### src/rtl/cc_pkg.sv
// Shared definitions for the rate-1/N convolutional encoder with error injection:
// FSM states, parameter limits, default generator polynomials and the tap parity helper.
// Package only: no latency or backpressure of its own.
package cc_pkg;

    localparam int CC_K_MAX   = 9;
    localparam int CC_N_MAX   = 4;
    localparam int CC_GPOLY_W = 9;
    localparam int CC_CH_W    = 2;
    localparam int CC_CNT_W   = 8;

    // G[0] = 7 (octal), G[1] = 5 (octal): the classic K=3 rate-1/2 code
    localparam logic [CC_GPOLY_W-1:0] CC_G0_DEFAULT = 9'o007;
    localparam logic [CC_GPOLY_W-1:0] CC_G1_DEFAULT = 9'o005;
    localparam logic [2*CC_GPOLY_W-1:0] CC_G_DEFAULT = {CC_G1_DEFAULT, CC_G0_DEFAULT};

    typedef enum logic [1:0] {
        CC_IDLE  = 2'd0,
        CC_DATA  = 2'd1,
        CC_FLUSH = 2'd2
    } cc_state_e;

    function automatic logic cc_parity(input logic [CC_K_MAX-1:0] taps,
                                       input logic [CC_K_MAX-1:0] window);
        return ^(taps & window);
    endfunction

endpackage

### src/rtl/cc_noise_inj.sv
// Periodic single-bit error injector: counts loaded symbols, flips one channel every NOISE_PERIOD.
// Latency: flip mask is combinational on the load cycle; counters update on the load edge.
// Backpressure: none; advances only when the encoder loads a symbol.
module cc_noise_inj
    import cc_pkg::*;
#(
    parameter int N            = 2,
    parameter int NOISE_PERIOD = 8
) (
    input  logic         clock,
    input  logic         reset,
    input  logic         load,
    input  logic         noise_en,
    output logic [N-1:0] flip_mask,
    output logic         inject
);

    logic [CC_CNT_W-1:0] sym_cnt;
    logic [CC_CH_W-1:0]  ch;
    logic                wrap;

    assign wrap      = (sym_cnt == CC_CNT_W'(NOISE_PERIOD - 1));
    assign inject    = load && noise_en && wrap;
    assign flip_mask = inject ? (N'(1) << ch) : '0;

    // sym_cnt counts every loaded symbol; ch only moves when a flip is actually applied
    always_ff @(posedge clock or posedge reset) begin
        if (reset) begin
            sym_cnt <= '0;
            ch      <= '0;
        end else begin
            if (load) begin
                sym_cnt <= wrap ? '0 : sym_cnt + 1'b1;
            end
            if (inject) begin
                ch <= (ch == CC_CH_W'(N - 1)) ? '0 : ch + 1'b1;
            end
        end
    end

endmodule

### src/rtl/conv_encoder_noisy.sv
// Rate-1/N convolutional encoder with K-1 zero tail per frame and periodic error injection.
// Latency: one cycle from accepted bit (or tail step) to registered symbol on out_bits.
// Backpressure: single output register; in_ready/tail steps only when it is empty or draining.
module conv_encoder_noisy
    import cc_pkg::*;
#(
    parameter int                      K            = 3,
    parameter int                      N            = 2,
    parameter logic [N*CC_GPOLY_W-1:0] G            = CC_G_DEFAULT,
    parameter int                      NOISE_PERIOD = 8
) (
    input  logic         clock,
    input  logic         reset,
    input  logic         in_valid,
    input  logic         in_bit,
    input  logic         in_last,
    output logic         in_ready,
    input  logic         noise_en,
    output logic         out_valid,
    input  logic         out_ready,
    output logic [N-1:0] out_bits,
    output logic         out_last,
    output logic         out_err
);

    localparam int SRW = K - 1;
    localparam int TCW = 4;

    cc_state_e      state_q;
    cc_state_e      state_d;
    logic [SRW-1:0] sr_q;
    logic [TCW-1:0] tail_q;

    logic [N-1:0]   out_bits_q;
    logic           out_last_q;
    logic           out_err_q;
    logic           out_valid_q;

    logic           out_free;
    logic           in_ready_int;
    logic           accept;
    logic           tail_load;
    logic           tail_final;
    logic           load;
    logic           enc_bit;
    logic [K-1:0]   window;
    logic [N-1:0]   clean;
    logic [N-1:0]   flip_mask;
    logic           inject;

    assign out_free     = !out_valid_q || out_ready;
    assign in_ready_int = !reset && (state_q != CC_FLUSH) && out_free;
    assign accept       = in_valid && in_ready_int;
    assign tail_load    = (state_q == CC_FLUSH) && out_free;
    assign tail_final   = tail_load && (tail_q == TCW'(K - 2));
    assign load         = accept || tail_load;

    // Tail steps feed zeros; window[0] is the bit being encoded, window[j] the j-th previous bit
    assign enc_bit = (state_q == CC_FLUSH) ? 1'b0 : in_bit;
    assign window  = {sr_q, enc_bit};

    always_comb begin
        clean = '0;
        for (int i = 0; i < N; i++) begin
            clean[i] = ^(G[i*CC_GPOLY_W +: K] & window);
        end
    end

    cc_noise_inj #(
        .N            (N),
        .NOISE_PERIOD (NOISE_PERIOD)
    ) u_noise (
        .clock     (clock),
        .reset     (reset),
        .load      (load),
        .noise_en  (noise_en),
        .flip_mask (flip_mask),
        .inject    (inject)
    );

    // A bit accepted in IDLE with in_last is a one-bit frame and goes straight to the tail
    always_comb begin
        state_d = state_q;
        case (state_q)
            CC_IDLE: begin
                if (accept) begin
                    state_d = in_last ? CC_FLUSH : CC_DATA;
                end
            end
            CC_DATA: begin
                if (accept && in_last) begin
                    state_d = CC_FLUSH;
                end
            end
            CC_FLUSH: begin
                if (tail_final) begin
                    state_d = CC_IDLE;
                end
            end
            default: state_d = CC_IDLE;
        endcase
    end

    always_ff @(posedge clock or posedge reset) begin
        if (reset) begin
            state_q <= CC_IDLE;
            sr_q    <= '0;
            tail_q  <= '0;
        end else begin
            state_q <= state_d;
            if (tail_final) begin
                sr_q   <= '0;
                tail_q <= '0;
            end else begin
                if (load) begin
                    sr_q <= window[SRW-1:0];
                end
                if (tail_load) begin
                    tail_q <= tail_q + 1'b1;
                end
            end
        end
    end

    // Output register holds its contents until drained, so a stall never alters a symbol
    always_ff @(posedge clock or posedge reset) begin
        if (reset) begin
            out_valid_q <= 1'b0;
            out_bits_q  <= '0;
            out_last_q  <= 1'b0;
            out_err_q   <= 1'b0;
        end else if (load) begin
            out_valid_q <= 1'b1;
            out_bits_q  <= clean ^ flip_mask;
            out_last_q  <= tail_final;
            out_err_q   <= inject;
        end else if (out_ready) begin
            out_valid_q <= 1'b0;
        end
    end

    assign in_ready  = in_ready_int;
    assign out_valid = out_valid_q;
    assign out_bits  = out_bits_q;
    assign out_last  = out_last_q;
    assign out_err   = out_err_q;

endmodule

### config.mk
export PLATFORM = sky130hd
export DESIGN_NAME = conv_encoder_noisy
export DESIGN_NICKNAME = d
export VERILOG_FILES = /design/src/rtl/cc_pkg.sv /design/src/rtl/cc_noise_inj.sv /design/src/rtl/conv_encoder_noisy.sv
export SDC_FILE = /design/constraint.sdc
export NUM_CORES = 1
export LEC_CHECK = 0
export CAP_MARGIN = 10
export CORE_MARGIN = 1
export CORE_UTILIZATION = 35
export CTS_CLUSTER_DIAMETER = 50
export DETAILED_ROUTE_END_ITERATION = 8
export SKIP_CTS_REPAIR_TIMING = 1
export SLEW_MARGIN = 20
export SYNTH_ARGS = -nofsm -noshare
export SYNTH_HDL_FRONTEND = slang
export SYNTH_SLANG_ARGS = --single-unit
### constraint.sdc
create_clock -name clock -period 1.9 [get_ports clock]
set_input_delay 0.19 -clock clock [delete_from_list [all_inputs] [get_ports clock]]
set_output_delay 0.19 -clock clock [all_outputs]
set_load 0.02 [all_outputs]
==> run summary <==
minimum clock period - 1550 ps
Hold Path Class - primary input to async pin
CP required - 2110 ps
kind of critical path - register to register
GRT Util Overall - 13.6%
Detailed Place HPWL - 1.71 mm
share of cells above drive strength 1 - 18.0%
initial antenna violation count - 0
Worst-path clk slew - 130 ps
CTS Buf Count - 3
drt total wl - 2.20 mm
Antenna Cells - 0
met1 usage - 18.6%
Root Driver - clkbuf_4
number of max-cap violations - 0
peak supply drop - 0.794 mV
CP cell instances - ha_1 -> nor4b_2 -> and2_4 -> nand3_1 -> o21a_1
top cells by area, synth - dfrtp_1 (47%), nand2_1 (4.6%), xnor2_1 (4.3%)
Layout fillers - 352
NumNets Final - 144
GR Layer Usage met3 - 3.78%
number of cells on the critical path - 5
Synth warnings - 0
Slew Limit Fails - 0
Synth Flop Type - dfrtp_1
Static Leak - 0.619 nW
Register Area - 576 sq um
Die X - 61.4 microns
fin crit share - 81.4%
Std-Cell Rows - 21
f_max - 647 MHz
PortBufs - 12
Max transition margin - 80.9%
core region area - 3360 sq um
most used routing layer - met2
clock skew - 8.87 ps
Fin. Hold Viols - 0
synthesized flop and latch total - 23
total grt overflow - 0
post-route setup TNS - 0 ps
post-DR wirelength/cell - 12.3 microns
PD cells - 1330 nW/um^2
largest net degree at the start of global routing - 14
Final Core Density - 43.6%
largest family of logic cells by synthesized area - simple AND/OR/NAND/NOR gates
crit path capture type - register
total clock sinks - 23
area of the die - 3770 sq um
CP startpoint kind - register
cell count after synthesis - 113
Buf/Inv on CP - 0
I/O Pins - 13
Least-Margin Pin Slew - 285 ps
CTS tree - done
worst-path maximum fanout - 5
Post-Synth Adder-Cell Area - 3.04%
multi-input logic area - 621 sq um
post-DR vias/cell - 5.07
Worst EP arrival - 1760 ps
status - complete, no violations
Starting Density - 36.7%
drt drc - 0
R2R cell count - 5
worst skew pair latency - 310 ps
ANT nets after route - 0
simple-gate share of the synthesized area - 24.4%
Post-Syn Nets - 123
H-tree levels - 1
top cell type's share of synthesized area - 46.7%
max incr delay on CP - 400 ps
Avg Cell Area, Syn - 10.9 sq um
Yosys cell types - 37
Worst path slowest cell - dfrtp_1
Final setup viols - 0
die height - 61.4 microns
Max Buffers Root-to-Sink - 2
first-pass iteration count of the detailed router - 4
sequential share of the synthesized area - 46.7%
Post-synth ARST share - 100%
number of flops mapped to enable cells by yosys - 0
multiplexer share of the synthesized area - 1.83%
xor/xnor share of the synthesized area - 5.68%
delay-heaviest family, CP - simple AND/OR/NAND/NOR gates
Area growth syn-to-layout - 19.0%
vias in the first global route - 876
DRT iter0 DRCs - 31
GP Congestion - 0.792
first-pass GRT wire length - 3.77 mm
Synth Area in Compound Gates - 15.3%
RSZ-0062 raised after global routing - no
M2 GR Usage - 22.2%
vias post-DR - 908
mapped cell area - 1230 sq um
area leader, netlist - dfrtp_1
-- synth_stat cells, types with 2 or more instances --
library cell / instances
a21o_1: 2
a21oi_1: 3
a311oi_1: 2
and2_1: 2
and2b_4: 2
and4_1: 2
dfrtp_1: 23
ha_1: 3
inv_1: 7
mux2_2: 2
nand2_1: 15
nand2b_1: 2
nand2b_4: 2
nand3_1: 5
nand4_1: 3
nor2_1: 4
nor2b_1: 3
nor3_2: 2
o211ai_1: 2
o22ai_1: 3
o31ai_1: 2
xnor2_1: 6
xor2_1: 2
-- layout make-up --
type | instances | share of cell area, %
Sequential cell | 23 | 39.2
Multi-Input combinational cell | 82 | 42.3
Tap cell | 46 | 3.92
Clock buffer | 3 | 1.53
Timing Repair Buffer | 17 | 10.9
Inverter | 7 | 1.79
Clock inverter | 1 | 0.341
-- power by group --
group	switching, W	total [W]	internal (W)
clock	0.000141	0.000219	0.0000785
combinational	0.000446	0.000872	0.000426
sequential	0.000189	0.000863	0.000673
-- routing by layer --
layer	up-vias	part of all wire [%]	routed length, microns
met5	-	0	0
met4	0	0.64	14
met3	2	4.4	97
met2	16	47	1030
met1	445	48	1060
li1	445	-	-
-- worst paths after layout --
check                                                    start                              to  slack, ps
min in group clock                                     in_last          state_q[0]$_DFFE_PP0P_        480
worst min-delay path                                     reset  u_noise.sym_cnt[0]$_DFFE_PP0P_        330
max in group asynchronous                                reset             sr_q[0]$_DFFE_PP0P_       1410
worst max register to register  u_noise.sym_cnt[0]$_DFFE_PP0P_       u_noise.ch[1]$_DFFE_PP0P_        350
worst min register to register           tail_q[3]$_DFFE_PP0P_           tail_q[3]$_DFFE_PP0P_        480
worst max-delay path            u_noise.sym_cnt[0]$_DFFE_PP0P_       u_noise.ch[1]$_DFFE_PP0P_        350
-- worst min-delay path, delay by kind of cell --
family	cells	cell delay (ps)
buf+inv	3	810
-- cells by family after synthesis --
group / count (synthesis)
adder cells (fa/ha/maj): 3
flip-flops: 23
AND/OR/NAND/NOR: 47
multiplexers: 2
AO/OA/AOI/OAI: 22
XOR/XNOR: 8
buffers and inverters: 8
-- metrics by stage --
step           instance area (sq um)  hold WS, ps  total power [W]  setup WS, ps  instances
2_1_floorplan                   1230          192          0.00148           480        113
3_3_place_gp                    1440          460          0.00172          88.3        175
3_5_place_dp                    1440          470          0.00175          70.8        175
4_1_cts                         1470          321          0.00198         -18.3        179
5_1_grt                         1470          341          0.00212           254        179
6_report                        1470          328          0.00195           353        179
-- state kept, by name, summed over array words and instances (netlist names) --
register / cells
u_noise.sym_cnt: 8
tail_q: 4
out_bits: 2
sr_q: 2
state_q: 2
u_noise.ch: 2
out_err: 1
out_last: 1
out_valid: 1
-- layout by cell type, fill, tap and decap left out, types with 2 or more instances in the layout --
cell type and instances:
inv_1 7, o31ai_1 2, a21oi_1 3, ha_1 3, xor2_1 2, and4_1 2
nor3_2 2, xnor2_1 6, buf_4 5, clkbuf_4 3, nand2_1 15, o22ai_1 3
nand2b_4 2, dfrtp_1 23, nand2b_1 2, nand4_1 3, nand3_1 5, a21o_1 2
o211ai_1 2, and2b_4 2, mux2_2 2, clkdlybuf4s50_1 11, nor2_1 4, and2_1 2
nor2b_1 3, a311oi_1 2
Note: power is estimated with default switching activity, not from simulation.
